--- src/rtl/aftab_bridge_pkg.sv ---
// Shared types and constants for the byte-to-word memory bridge.
package aftab_bridge_pkg;

    localparam int unsigned LANE_W = 8;
    localparam int unsigned LANES  = 4;

    typedef enum logic [1:0] {
        IDLE    = 2'd0,
        RD_WAIT = 2'd1,
        WR_WAIT = 2'd2,
        RESP    = 2'd3
    } bridgeState_t;

    // One-hot lane enable for a byte offset within a word.
    function automatic logic [LANES-1:0] laneEnable(input logic [1:0] sel);
        return LANES'(1) << sel;
    endfunction

endpackage

--- src/rtl/aftab_register.sv ---
// Loadable register with synchronous active-high clear.
module aftab_register #(
    parameter int unsigned size = 32
) (
    input  logic            clk,
    input  logic            rst,
    input  logic            ld,
    input  logic [size-1:0] d,
    output logic [size-1:0] q
);

    // Clear on reset, otherwise capture d when ld is high.
    always_ff @(posedge clk) begin
        if (rst) begin
            q <= '0;
        end else if (ld) begin
            q <= d;
        end
    end

endmodule

--- src/rtl/aftab_byte_mem_bridge.sv ---
// Bridges byte requests from the alignment units onto a word memory,
// keeping a single-word read buffer with write-through updates.
module aftab_byte_mem_bridge
    import aftab_bridge_pkg::*;
#(
    parameter int unsigned size = 4 * LANE_W
) (
    input  logic                  clk,
    input  logic                  rst,
    input  logic [size-1:0]       byteAddr,
    input  logic                  readMem,
    input  logic                  writeMem,
    input  logic [size/4-1:0]     byteDataIn,
    input  logic                  invalidate,
    output logic [size/4-1:0]     byteDataOut,
    output logic                  memReady,
    output logic [size-1:0]       wordAddr,
    output logic                  wordRead,
    output logic                  wordWrite,
    output logic [3:0]            wordByteEn,
    output logic [size-1:0]       wordDataOut,
    input  logic [size-1:0]       wordDataIn,
    input  logic                  wordAck
);

    localparam int unsigned laneW = size / LANES;
    localparam int unsigned tagW  = size - 2;

    bridgeState_t state, nextState;

    logic [size-1:0]  addrQ;
    logic [laneW-1:0] dataQ;
    logic [tagW-1:0]  tagQ;
    logic [size-1:0]  bufQ;
    logic [size-1:0]  bufD;
    logic             addrLd;
    logic             bufLd;
    logic             tagLd;
    logic             valid;
    logic             readHit;
    logic             writeHit;
    logic [size-1:0]  curAddr;
    logic [laneW-1:0] curData;
    logic [size-1:0]  selWord;
    logic [laneW-1:0] laneByte;

    aftab_register #(.size(size)) addrReg (
        .clk(clk), .rst(rst), .ld(addrLd), .d(byteAddr), .q(addrQ)
    );

    aftab_register #(.size(laneW)) dataReg (
        .clk(clk), .rst(rst), .ld(addrLd), .d(byteDataIn), .q(dataQ)
    );

    aftab_register #(.size(tagW)) tagReg (
        .clk(clk), .rst(rst), .ld(tagLd), .d(addrQ[size-1:2]), .q(tagQ)
    );

    aftab_register #(.size(size)) bufReg (
        .clk(clk), .rst(rst), .ld(bufLd), .d(bufD), .q(bufQ)
    );

    assign readHit  = valid && (tagQ == byteAddr[size-1:2]);
    assign writeHit = valid && (tagQ == addrQ[size-1:2]);

    // In IDLE the live request is used so strobes can start the next cycle.
    always_comb begin
        curAddr = addrQ;
        curData = dataQ;
        selWord = bufQ;
        if (state == IDLE) begin
            curAddr = byteAddr;
            curData = byteDataIn;
        end
        if (state == RD_WAIT) begin
            selWord = wordDataIn;
        end
    end

    // Little-endian 4:1 byte select.
    always_comb begin
        laneByte = '0;
        case (curAddr[1:0])
            2'd0:    laneByte = selWord[0*laneW +: laneW];
            2'd1:    laneByte = selWord[1*laneW +: laneW];
            2'd2:    laneByte = selWord[2*laneW +: laneW];
            default: laneByte = selWord[3*laneW +: laneW];
        endcase
    end

    // State register.
    always_ff @(posedge clk) begin
        if (rst) begin
            state <= IDLE;
        end else begin
            state <= nextState;
        end
    end

    // Next-state, latch enables and buffer update.
    always_comb begin
        nextState = state;
        addrLd    = 1'b0;
        bufLd     = 1'b0;
        tagLd     = 1'b0;
        bufD      = bufQ;
        case (state)
            IDLE: begin
                if (writeMem) begin
                    addrLd    = 1'b1;
                    nextState = WR_WAIT;
                end else if (readMem) begin
                    addrLd    = 1'b1;
                    nextState = readHit ? RESP : RD_WAIT;
                end
            end
            RD_WAIT: begin
                if (wordAck) begin
                    bufLd     = 1'b1;
                    tagLd     = 1'b1;
                    bufD      = wordDataIn;
                    nextState = RESP;
                end
            end
            WR_WAIT: begin
                if (wordAck) begin
                    nextState = RESP;
                    if (writeHit) begin
                        bufLd = 1'b1;
                        for (int unsigned i = 0; i < LANES; i++) begin
                            if (addrQ[1:0] == 2'(i)) begin
                                bufD[i*laneW +: laneW] = dataQ;
                            end
                        end
                    end
                end
            end
            default: begin
                nextState = IDLE;
            end
        endcase
    end

    // Buffer valid bit; invalidate always wins over a fill.
    always_ff @(posedge clk) begin
        if (rst) begin
            valid <= 1'b0;
        end else if (invalidate) begin
            valid <= 1'b0;
        end else if (state == RD_WAIT && wordAck) begin
            valid <= 1'b1;
        end
    end

    // Registered outputs, decoded from the state being entered.
    always_ff @(posedge clk) begin
        if (rst) begin
            memReady    <= 1'b0;
            byteDataOut <= '0;
            wordRead    <= 1'b0;
            wordWrite   <= 1'b0;
            wordAddr    <= '0;
            wordByteEn  <= '0;
            wordDataOut <= '0;
        end else begin
            memReady  <= (nextState == RESP);
            wordRead  <= (nextState == RD_WAIT);
            wordWrite <= (nextState == WR_WAIT);
            if (nextState == RESP && state != WR_WAIT) begin
                byteDataOut <= laneByte;
            end
            if (nextState == RD_WAIT || nextState == WR_WAIT) begin
                wordAddr <= {curAddr[size-1:2], 2'b00};
            end else begin
                wordAddr <= '0;
            end
            if (nextState == WR_WAIT) begin
                wordByteEn  <= laneEnable(curAddr[1:0]);
                wordDataOut <= {LANES{curData}};
            end else begin
                wordByteEn  <= '0;
                wordDataOut <= '0;
            end
        end
    end

endmodule

--- config.mk ---
export PLATFORM = sky130hd
export DESIGN_NAME = aftab_byte_mem_bridge
export DESIGN_NICKNAME = d
export VERILOG_FILES = /design/src/rtl/aftab_bridge_pkg.sv /design/src/rtl/aftab_register.sv /design/src/rtl/aftab_byte_mem_bridge.sv
export SDC_FILE = /design/constraint.sdc
export NUM_CORES = 1
export LEC_CHECK = 0
export BUFFER_PORTS_ARGS = -buffer_cell sky130_fd_sc_hd__buf_2
export CORE_MARGIN = 3
export CORE_UTILIZATION = 50
export CTS_CLUSTER_SIZE = 40
export DETAILED_ROUTE_END_ITERATION = 16
export HOLD_SLACK_MARGIN = 0.1
export PLACE_DENSITY = 0.86
export SLEW_MARGIN = 20
export SYNTH_ARGS = -nofsm -noshare
export SYNTH_HDL_FRONTEND = slang
export SYNTH_SLANG_ARGS = --single-unit
--- constraint.sdc ---
create_clock -name clk -period 3 [get_ports clk]
set_clock_uncertainty 0.05 [all_clocks]
set_input_delay 0.6 -clock clk [delete_from_list [all_inputs] [get_ports clk]]
set_output_delay 0.6 -clock clk [all_outputs]
set_load 0.005 [all_outputs]
==> results of run 1 <==
-- through the flow --
stage / setup WS [ns] / cells / TNS, ns / hold slack [ns]
2_1_floorplan: 0.110 / 856 / 0 / 0.418
3_3_place_gp: -0.0616 / 1143 / -1.16 / 0.427
3_5_place_dp: -0.214 / 1143 / -5.13 / 0.434
4_1_cts: 0.0551 / 1175 / 0 / 0.297
5_1_grt: -0.0246 / 1176 / -0.0246 / 0.307
6_report: 0.145 / 1177 / 0 / 0.310
-- worst max-delay path by stage --
stage / endpoint / slack (ns) / cells past startpoint
floorplan: byteDataOut[2] / 0.11 / 12
global placement: byteDataOut[4] / -0.06 / 13
detailed placement: byteDataOut[1] / -0.21 / 13
CTS: byteDataOut[1] / 0.06 / 12
global route: byteDataOut[1] / -0.02 / 12
finish: byteDataOut[1] / 0.14 / 12
-- critical path: stages, from the launching register on --
cell and delay (ns):
dfxtp_1 0.34, xor2_1 0.19, nor4_2 0.33, nand4_1 0.18
nor4_2 0.20, o21ai_1 0.14, a21oi_2 0.26, ha_1 0.22
nor2b_1 0.16, buf_4 0.21, o221ai_1 0.18, o22ai_1 0.21
nor2_1 0.06
-- Yosys cell counts, types with 2 or more instances --
master	instances
nor3_1	6
o22ai_1	6
ha_1	7
a21oi_1	77
dfxtp_1	158
nand4_1	7
mux2_4	11
o22ai_4	4
xnor2_1	16
mux2i_1	84
inv_1	5
o21ai_0	4
o221ai_1	6
clkbuf_1	38
and2b_1	3
nor2b_1	33
buf_4	27
mux4_2	4
buf_1	11
nand2_1	150
nand2b_1	3
dlygate4sd3_1	2
xor2_1	44
a221oi_1	6
a311oi_1	2
nor2_1	83
a21o_1	2
a22oi_1	6
mux2_2	23
nor4_1	14
-- cell type report --
cell class / instances / area [µm²]
Clock buffer: 18 / 429
Multi-Input combinational cell: 614 / 4090
Fill cell: 1158 / 5610
Clock inverter: 14 / 201
Sequential cell: 158 / 3160
Timing Repair Buffer: 183 / 1000
Antenna cell: 1 / 2.50
Inverter: 5 / 18.8
Tap cell: 184 / 230
-- registers in the layout (all words and copies together) (netlist names) --
name / cells
addrReg.q: 32
bufReg.q: 32
byteDataOut: 8
dataReg.q: 8
memReady: 1
state: 2
tagReg.q: 30
valid: 1
wordAddr: 30
wordByteEn: 4
wordDataOut: 8
wordRead: 1
wordWrite: 1
-- power breakdown --
| group | total, µW | switching [µW] | internal, µW | leakage (µW) |
|---|---|---|---|---|
| Combinational | 2390 | 1380 | 1020 | 0.00256 |
| Sequential | 2660 | 245 | 2420 | 0.00129 |
| Clock | 2300 | 960 | 1340 | 0.000300 |
| Total | 7360 | 2580 | 4780 | 0.00415 |
-- metal layers --
| metal | wire, µm | GRT usage |
|---|---|---|
| met5 | 7 | 0 |
| met4 | 361 | 0.0691 |
| met3 | 1720 | 0.0561 |
| met2 | 9870 | 0.390 |
| met1 | 8540 | 0.313 |
-- kinds of logic (layout without fill, tap and decap cells) --
group	count (synthesis)	after routing	share of synthesized area
and+or+nand+nor	306	306	0.177
DFF	158	158	0.413
muxes	122	122	0.177
AOI/OAI and AO/OA	117	117	0.0958
buffers and inverters	84	220	0.0570
xor gates and xnor gates	60	60	0.0686
adders and majority gates	7	7	0.0114
other	1	3	0.000490
-- layout by cell type, fill, tap and decap left out, drive strengths merged, types with 2 or more instances in the layout --
| master | netlist | final |
|---|---|---|
| o22ai | 10 | 10 |
| buf | 39 | 183 |
| mux4 | 4 | 4 |
| a21o | 2 | 2 |
| nand4 | 7 | 7 |
| conb | 1 | 2 |
| mux2i | 84 | 84 |
| xnor2 | 16 | 16 |
| clkinvlp | 0 | 2 |
| ha | 7 | 7 |
| o221ai | 6 | 6 |
| a311oi | 2 | 2 |
| bufinv | 0 | 3 |
| clkbuf | 38 | 18 |
| nand2 | 150 | 150 |
| nor3 | 6 | 6 |
| nand2b | 3 | 3 |
| mux2 | 34 | 34 |
| nor2 | 83 | 83 |
| o21ai | 5 | 5 |
| and2b | 3 | 3 |
| nor4 | 15 | 15 |
| a22oi | 6 | 6 |
| inv | 5 | 10 |
| dfxtp | 158 | 158 |
| a221oi | 6 | 6 |
| nor2b | 33 | 33 |
| a21oi | 77 | 77 |
| xor2 | 44 | 44 |
| clkinv | 0 | 4 |
-- timing repair --
action | 4_1_cts | 5_1_grt
buffers inserted | 0 | 1
hold buffers | 0 | 0
setup endpoints to repair | 0 | 24
gates resized for setup | 0 | 5
==> summary by stage, run 1 <==
Global route
Entering global routing, the biggest net connects 58 pins. The number of global-route vias before repair is slightly above 6,000. The total congestion overflow after global routing is 0.

The overall global routing resource usage is 0.237. The first global-routing pass estimated between 30,000 and 40,000 µm of wire. The number of antenna violations at the first check in global routing was 1.

Critical path
The setup path with the least slack is of type reg2reg. The first element of the critical path is tagReg.q[29]. The largest fanout on the critical path is 12. STA classifies the critical path startpoint as a flop. The endpoint identified for the worst register-to-register timing path is byteDataOut[1]. Setup slack on the worst reg-to-reg path comes out at roughly 0.14 ns. The launching point of the worst reg2reg path is tagReg.q[29].

STA classifies the critical path endpoint as a flop. STA puts the critical path data arrival time at a little over 3 ns. At the worst endpoint, the required time is 3.24 ns.

The logic depth of the worst register-to-register path is 12.

Floorplan
In this run the count of I/O pins placed on the die edge is ~160. The standard cell core area is 0.0148 mm². After floorplanning, the core was divided into between 40 and 50 placement rows. The die is ~130 µm tall. For this configuration, the core starts out at a cell density of 0.519. The die width is around 130 µm. The die area is around 0.017 mm².

Clock tree
The clock sink count is approximately 160. The clock latency reported for the late side of the worst-skew pair is 0.43 ns. In this run the deepest clock path goes through 2 buffers.

The clock tree root buffer cell is clkbuf_16. CTS built an H-tree with a depth of 4. The total CTS buffers is 17. After clock tree synthesis, the clock-pin slew on the worst setup and hold paths is 0.07 ns. The CTS tree is yes.

Timing
For this run, the top clock speed supported by timing is 350 MHz. The number of max-slew violations in the final report is 0. The worst-case headroom to the max-slew limit is 0.621. Of the available clock period, the critical path in the final layout requires 0.952. For the pin with the worst max-slew slack, the measured transition is roughly 0.57 ns. The minimum period implied by the final worst setup slack is between 2 and 3 ns. The number of failing hold endpoints at the final stage is 0. Setup violations remaining at the end of the flow were counted as 0.

Synthesis
dfxtp_1 takes more of the synthesized area than any other cell. The count of yosys warnings during synthesis is 0. Of the synthesized area, sequential elements account for 0.413.

The area share of the leading cell type in the synthesized netlist is 0.413. The netlist uses 43 different library cells. Ranked by total cell area, the synthesized netlist is headed by dfxtp_1 (41%), mux2i_1 (11%), nand2_1 (7.4%). The share of flip-flops with an asynchronous set or reset is 0. The leading register cell type out of synthesis is dfxtp_1. The average instance in the mapped netlist occupies 8.95 µm².

The cell area that synthesis handed to floorplanning was about 0.0077 mm². The post-synthesis cell count is 855. Yosys mapped a number of flops with a built-in enable equal to 0. After synthesis the netlist holds a flip-flop and latch count of 158.

Final layout
At the end of the flow, the number of nets in the layout was between 1,000 and 1,500. The end-of-flow core utilization is 0.619. In the final layout, the share of cells above drive strength 1 is 0.268. Compared with the post-synthesis result, the final layout area differs by 19.4%. After routing the design area is between 0.009 and 0.01 mm².

Flow run
The number of maximum-capacitance constraint violations is 0.

Worst hold path
For hold timing, the worst endpoint is valid. The number of cells on the worst hold path is 2. The worst min-delay path startpoint is invalidate. The worst hold path belongs to the class in2reg.

Run status
The run finished with clean final reports.

Place
The final estimated routing congestion in global placement is between 0.8 and 0.9. Input and output buffers added on the ports amount to about 150. The placed wire-length estimate after detailed placement is between 10,000 and 15,000 µm. In this run the cell area measured after placement is 0.00848 mm².

Routing
The first detailed-routing pass took 5 iterations. The count of vias placed by the detailed router is approximately 6,600. The number of DRC violations after detailed-routing iteration 0 is 750.

In this run the remaining antenna-violating nets after routing total 0. The routed length per instance is ~17 µm. Wires add up to about 21,000 µm.

The average via count per standard cell is 5.59. The post-detailed-route DRC marker count is 0.

Power and ir drop
The static leakage is approximately 0.0042 µW. Power comes to around 7400 µW. The worst-case IR drop observed on VDD is slightly below 0.6 mV.

The total power density per cell area is 805 mW/mm².
No activity file was read; power rests on OpenSTA's default activity.
==> run 2: changes to the inputs <==
MAX_ROUTING_LAYER = met4   (was not set)
PLACE_DENSITY = not set   (was 0.86)
PLACE_DENSITY_LB_ADDON = 0.08   (was not set)
==> run 2 against run 1 <==
Effect of this change:
- clock power fell by 8%
- design area fell by 0.44%
- non-clock buffer count rose by 2
- via count fell by 4.5%
- largest power group unchanged
- combinational power fell by 3%
- maximum frequency rose by 3.1%
==> summary by stage, run 2 (synthesized netlist as in run 1, its figures left out) <==
Run status
The flow ran to the end, and the final reports show no timing, DRC or antenna violations.

Critical path
The total stage count of the critical path is 12 (unchanged). The required time at the endpoint of the critical path is 3.24 ns (about the same). The logic depth of the worst register-to-register path came to 12 (unchanged). The count of buffering cells on the critical path with inverters included is 1 (unchanged). The slack of the worst reg-to-reg path is 0.23 ns (+0.09 ns). The largest fanout on the critical path is 13 (+1). The start-to-end type of the worst setup path is reg2reg.

Walking the worst path, the cells encountered are xor2_1, nor4_2, nand4_1, nor4_2, o21ai_0, a21oi_1, ha_1, nor2b_1, buf_4, o221ai_1, o22ai_1, nor2_1. In this run the worst setup path terminates at byteDataOut[4]. The worst setup path is captured at a flop. The worst path arrival time is 3.01 ns (-0.09 ns). The endpoint of the worst register-to-register path is byteDataOut[4]. The cell that appears most often on the critical path is nor4_2. The critical path starts at tagReg.q[29]. On the critical path the largest part of the delay comes from simple AND/OR/NAND/NOR gates. The biggest cell delay along the critical path came to 0.40 ns (+0.06 ns). The highest-delay cell along the critical path is nor4_2.

The startpoint identified for the worst register-to-register timing path is tagReg.q[29]. The startpoint type of the worst setup path is a flop.

Place
The placed wire-length estimate after detailed placement is 13,400 µm (-3.9%). The quantity of I/O buffers inserted on ports is 154 (unchanged). The final estimated routing congestion in global placement was 0.839 (-1.7%).

Final layout
The largest registers in the layout are addrReg.q: 32 flops, bufReg.q: 32 flops. The library cell used most frequently in the layout, excluding fill and tap cells, is dfxtp_1. The count of filler cells inserted in the layout is 1,319 (+14%). The area growth from synthesis to layout is 18.9%. The layout cell share with drive strength beyond 1 is 0.265 (-0.00329).

The net count of the finished layout was 1,066 (+0.19%). The register area is 0.00316 mm² (unchanged). In the layout the commonest cells are dfxtp_1 (158), buf_2 (153), nand2_1 (150).

The area of the multi-input gates is 0.00408 mm² (-0.24%). The number of antenna cells inserted is 0 (-1). The end-of-flow core utilization was 0.617 (-0.00271).

Worst hold path
The worst min-delay path class is in2reg.

Global route
The overall global routing resource usage is 0.234 (-0.00316). The number of antenna violations at the first check in global routing was 0 (-1). The number of global-route vias before repair came to 5,591 (-8.1%).

The largest net degree at the start of global routing is 63 (+8.6%). The global-route wire length before repair came to 30,000 µm (-4.2%). The total congestion overflow after global routing was 0 (unchanged).

Timing
The post-route fraction of the period consumed by the critical path is 0.923 (-0.0287). The post-route setup TNS is 0 ns (unchanged). Setup repair after global routing left no endpoint under its margin. The number of failing hold endpoints at the final stage is 0 (unchanged).

The worst-case headroom to the max-slew limit is 0.580 (-0.0409). The maximum clock rate is 361 MHz (+3.1%). The transition time at the pin with the least slew margin was 0.630 ns (+0.0614 ns).

The number of max-slew violations in the final report is 0 (unchanged). The minimum period implied by the final worst setup slack came to 2.77 ns (-0.0862 ns). The final count of negative-setup-slack endpoints came to 0 (unchanged).

Clock tree
The number of buffers between clock root and the deepest sink came to 2 (unchanged). The number of buffers added for setup after CTS came to 0 (unchanged). Clock tree synthesis selected as its root buffer the cell clkbuf_16. The clock sink count is 158 (unchanged). The clock-pin slew on the worst setup and hold paths is 0.06 ns (about the same).

The number of H-tree levels is 4 (unchanged). The clock latency reported for the late side of the worst-skew pair came to 0.42 ns (about the same). The total CTS buffers came to 17 (unchanged). The CTS tree is yes.

Floorplan
The starting density of the core is 0.519 (unchanged). The die area is 0.0168 mm² (unchanged). The vertical die dimension was 130 µm (unchanged).

The count of standard-cell rows was 44 (unchanged). The number of I/O pins is 157 (unchanged). The die width is 130 µm (unchanged). The standard cell core area was 0.0148 mm² (unchanged).

Routing
The number of DRC violations after detailed-routing iteration 0 is 472 (-37%). The final wirelength is 19,300 µm (-6.0%). The post-detailed-route DRC marker count came to 0 (unchanged). The routed length per instance came to 16.4 µm (-6.0%). The number of search-and-repair iterations in the first detailed-routing pass is 6 (+1). The average via count per standard cell was 5.34 (-4.5%). The number of nets with antenna violations after routing is 0 (unchanged). The count of vias placed by the detailed router is 6,285 (-4.5%).

Power and ir drop
The total power was 7090 µW (-3.6%). The worst IR drop on VDD is 0.475 mV (-20%). The total power density per cell area is 779 mW/mm² (-3.2%). The static leakage is 0.00414 µW (-0.21%).

Flow run
The number of maximum-capacitance constraint violations came to 0 (unchanged).
## run 2: cell count changes in the layout (fill, tap and decap cells not counted), sizes merged
cell	change
diode	-1
buf	+2
bufinv	-1
clkbuf	+4
inv	-4
## run 2: worst min path at each step
stage / cells past startpoint / end / slack [ns] / startpoint
2_1_floorplan: 2 / tagReg.q[1] / 0.42 / addrReg.q[3]
3_3_place_gp: 2 / tagReg.q[28] / 0.43 / tagReg.q[28]
3_5_place_dp: 2 / tagReg.q[17] / 0.43 / tagReg.q[17]
4_1_cts: 2 / valid / 0.28 / invalidate
5_1_grt: 2 / valid / 0.30 / invalidate
6_report: 2 / valid / 0.29 / invalidate
## run 2: timing repair
action / CTS / global route
hold buffers: 0 / 0
endpoints found under the setup margin: 0 / 6
resized for setup: 0 / 2
## run 2: per-layer routing
layer  track usage  vias to the layer above  wire, µm
met2         0.322                      210      8190
met1         0.348                     2944      9590
met3        0.0463                       21      1230
met4        0.0654                        0       267
met5             -                        -         0
li1              -                     3110         -
## run 2: cell type report
| class | instances | area share |
|---|---|---|
| inverter | 5 | 0.00206 |
| sequential | 158 | 0.348 |
| clock buffer | 22 | 0.0510 |
| multi-input combinational | 614 | 0.449 |
| timing repair buffer | 185 | 0.113 |
| tap | 184 | 0.0253 |
| clock inverter | 9 | 0.0122 |
## run 2: power by group
part	total (µW)	leakage, µW	internal, µW	switching (µW)
clock network	2110	0.000277	1270	845
logic	2330	0.00258	1000	1330
registers	2650	0.00129	2420	233
total	7090	0.00414	4680	2410
## run 2: worst reg2reg max path, cell delays in order (launching register included)
cell and delay, ns:
dfxtp_1 0.34, xor2_1 0.19, nor4_2 0.40, nand4_1 0.20
nor4_2 0.23, o21ai_0 0.17, a21oi_1 0.20, ha_1 0.18
nor2b_1 0.13, buf_4 0.21, o221ai_1 0.14, o22ai_1 0.14
nor2_1 0.05
## run 2: through the flow
step           instances  hold WS [ns]  instance area, µm²  worst slack, ns
2_1_floorplan        856         0.418                7660            0.110
3_3_place_gp        1146         0.429                8510           -0.174
4_1_cts             1177         0.276                9090            0.118
6_report            1177         0.293                9100            0.231
5_1_grt             1177         0.299                9100          0.00516
3_5_place_dp        1146         0.435                8510           -0.248
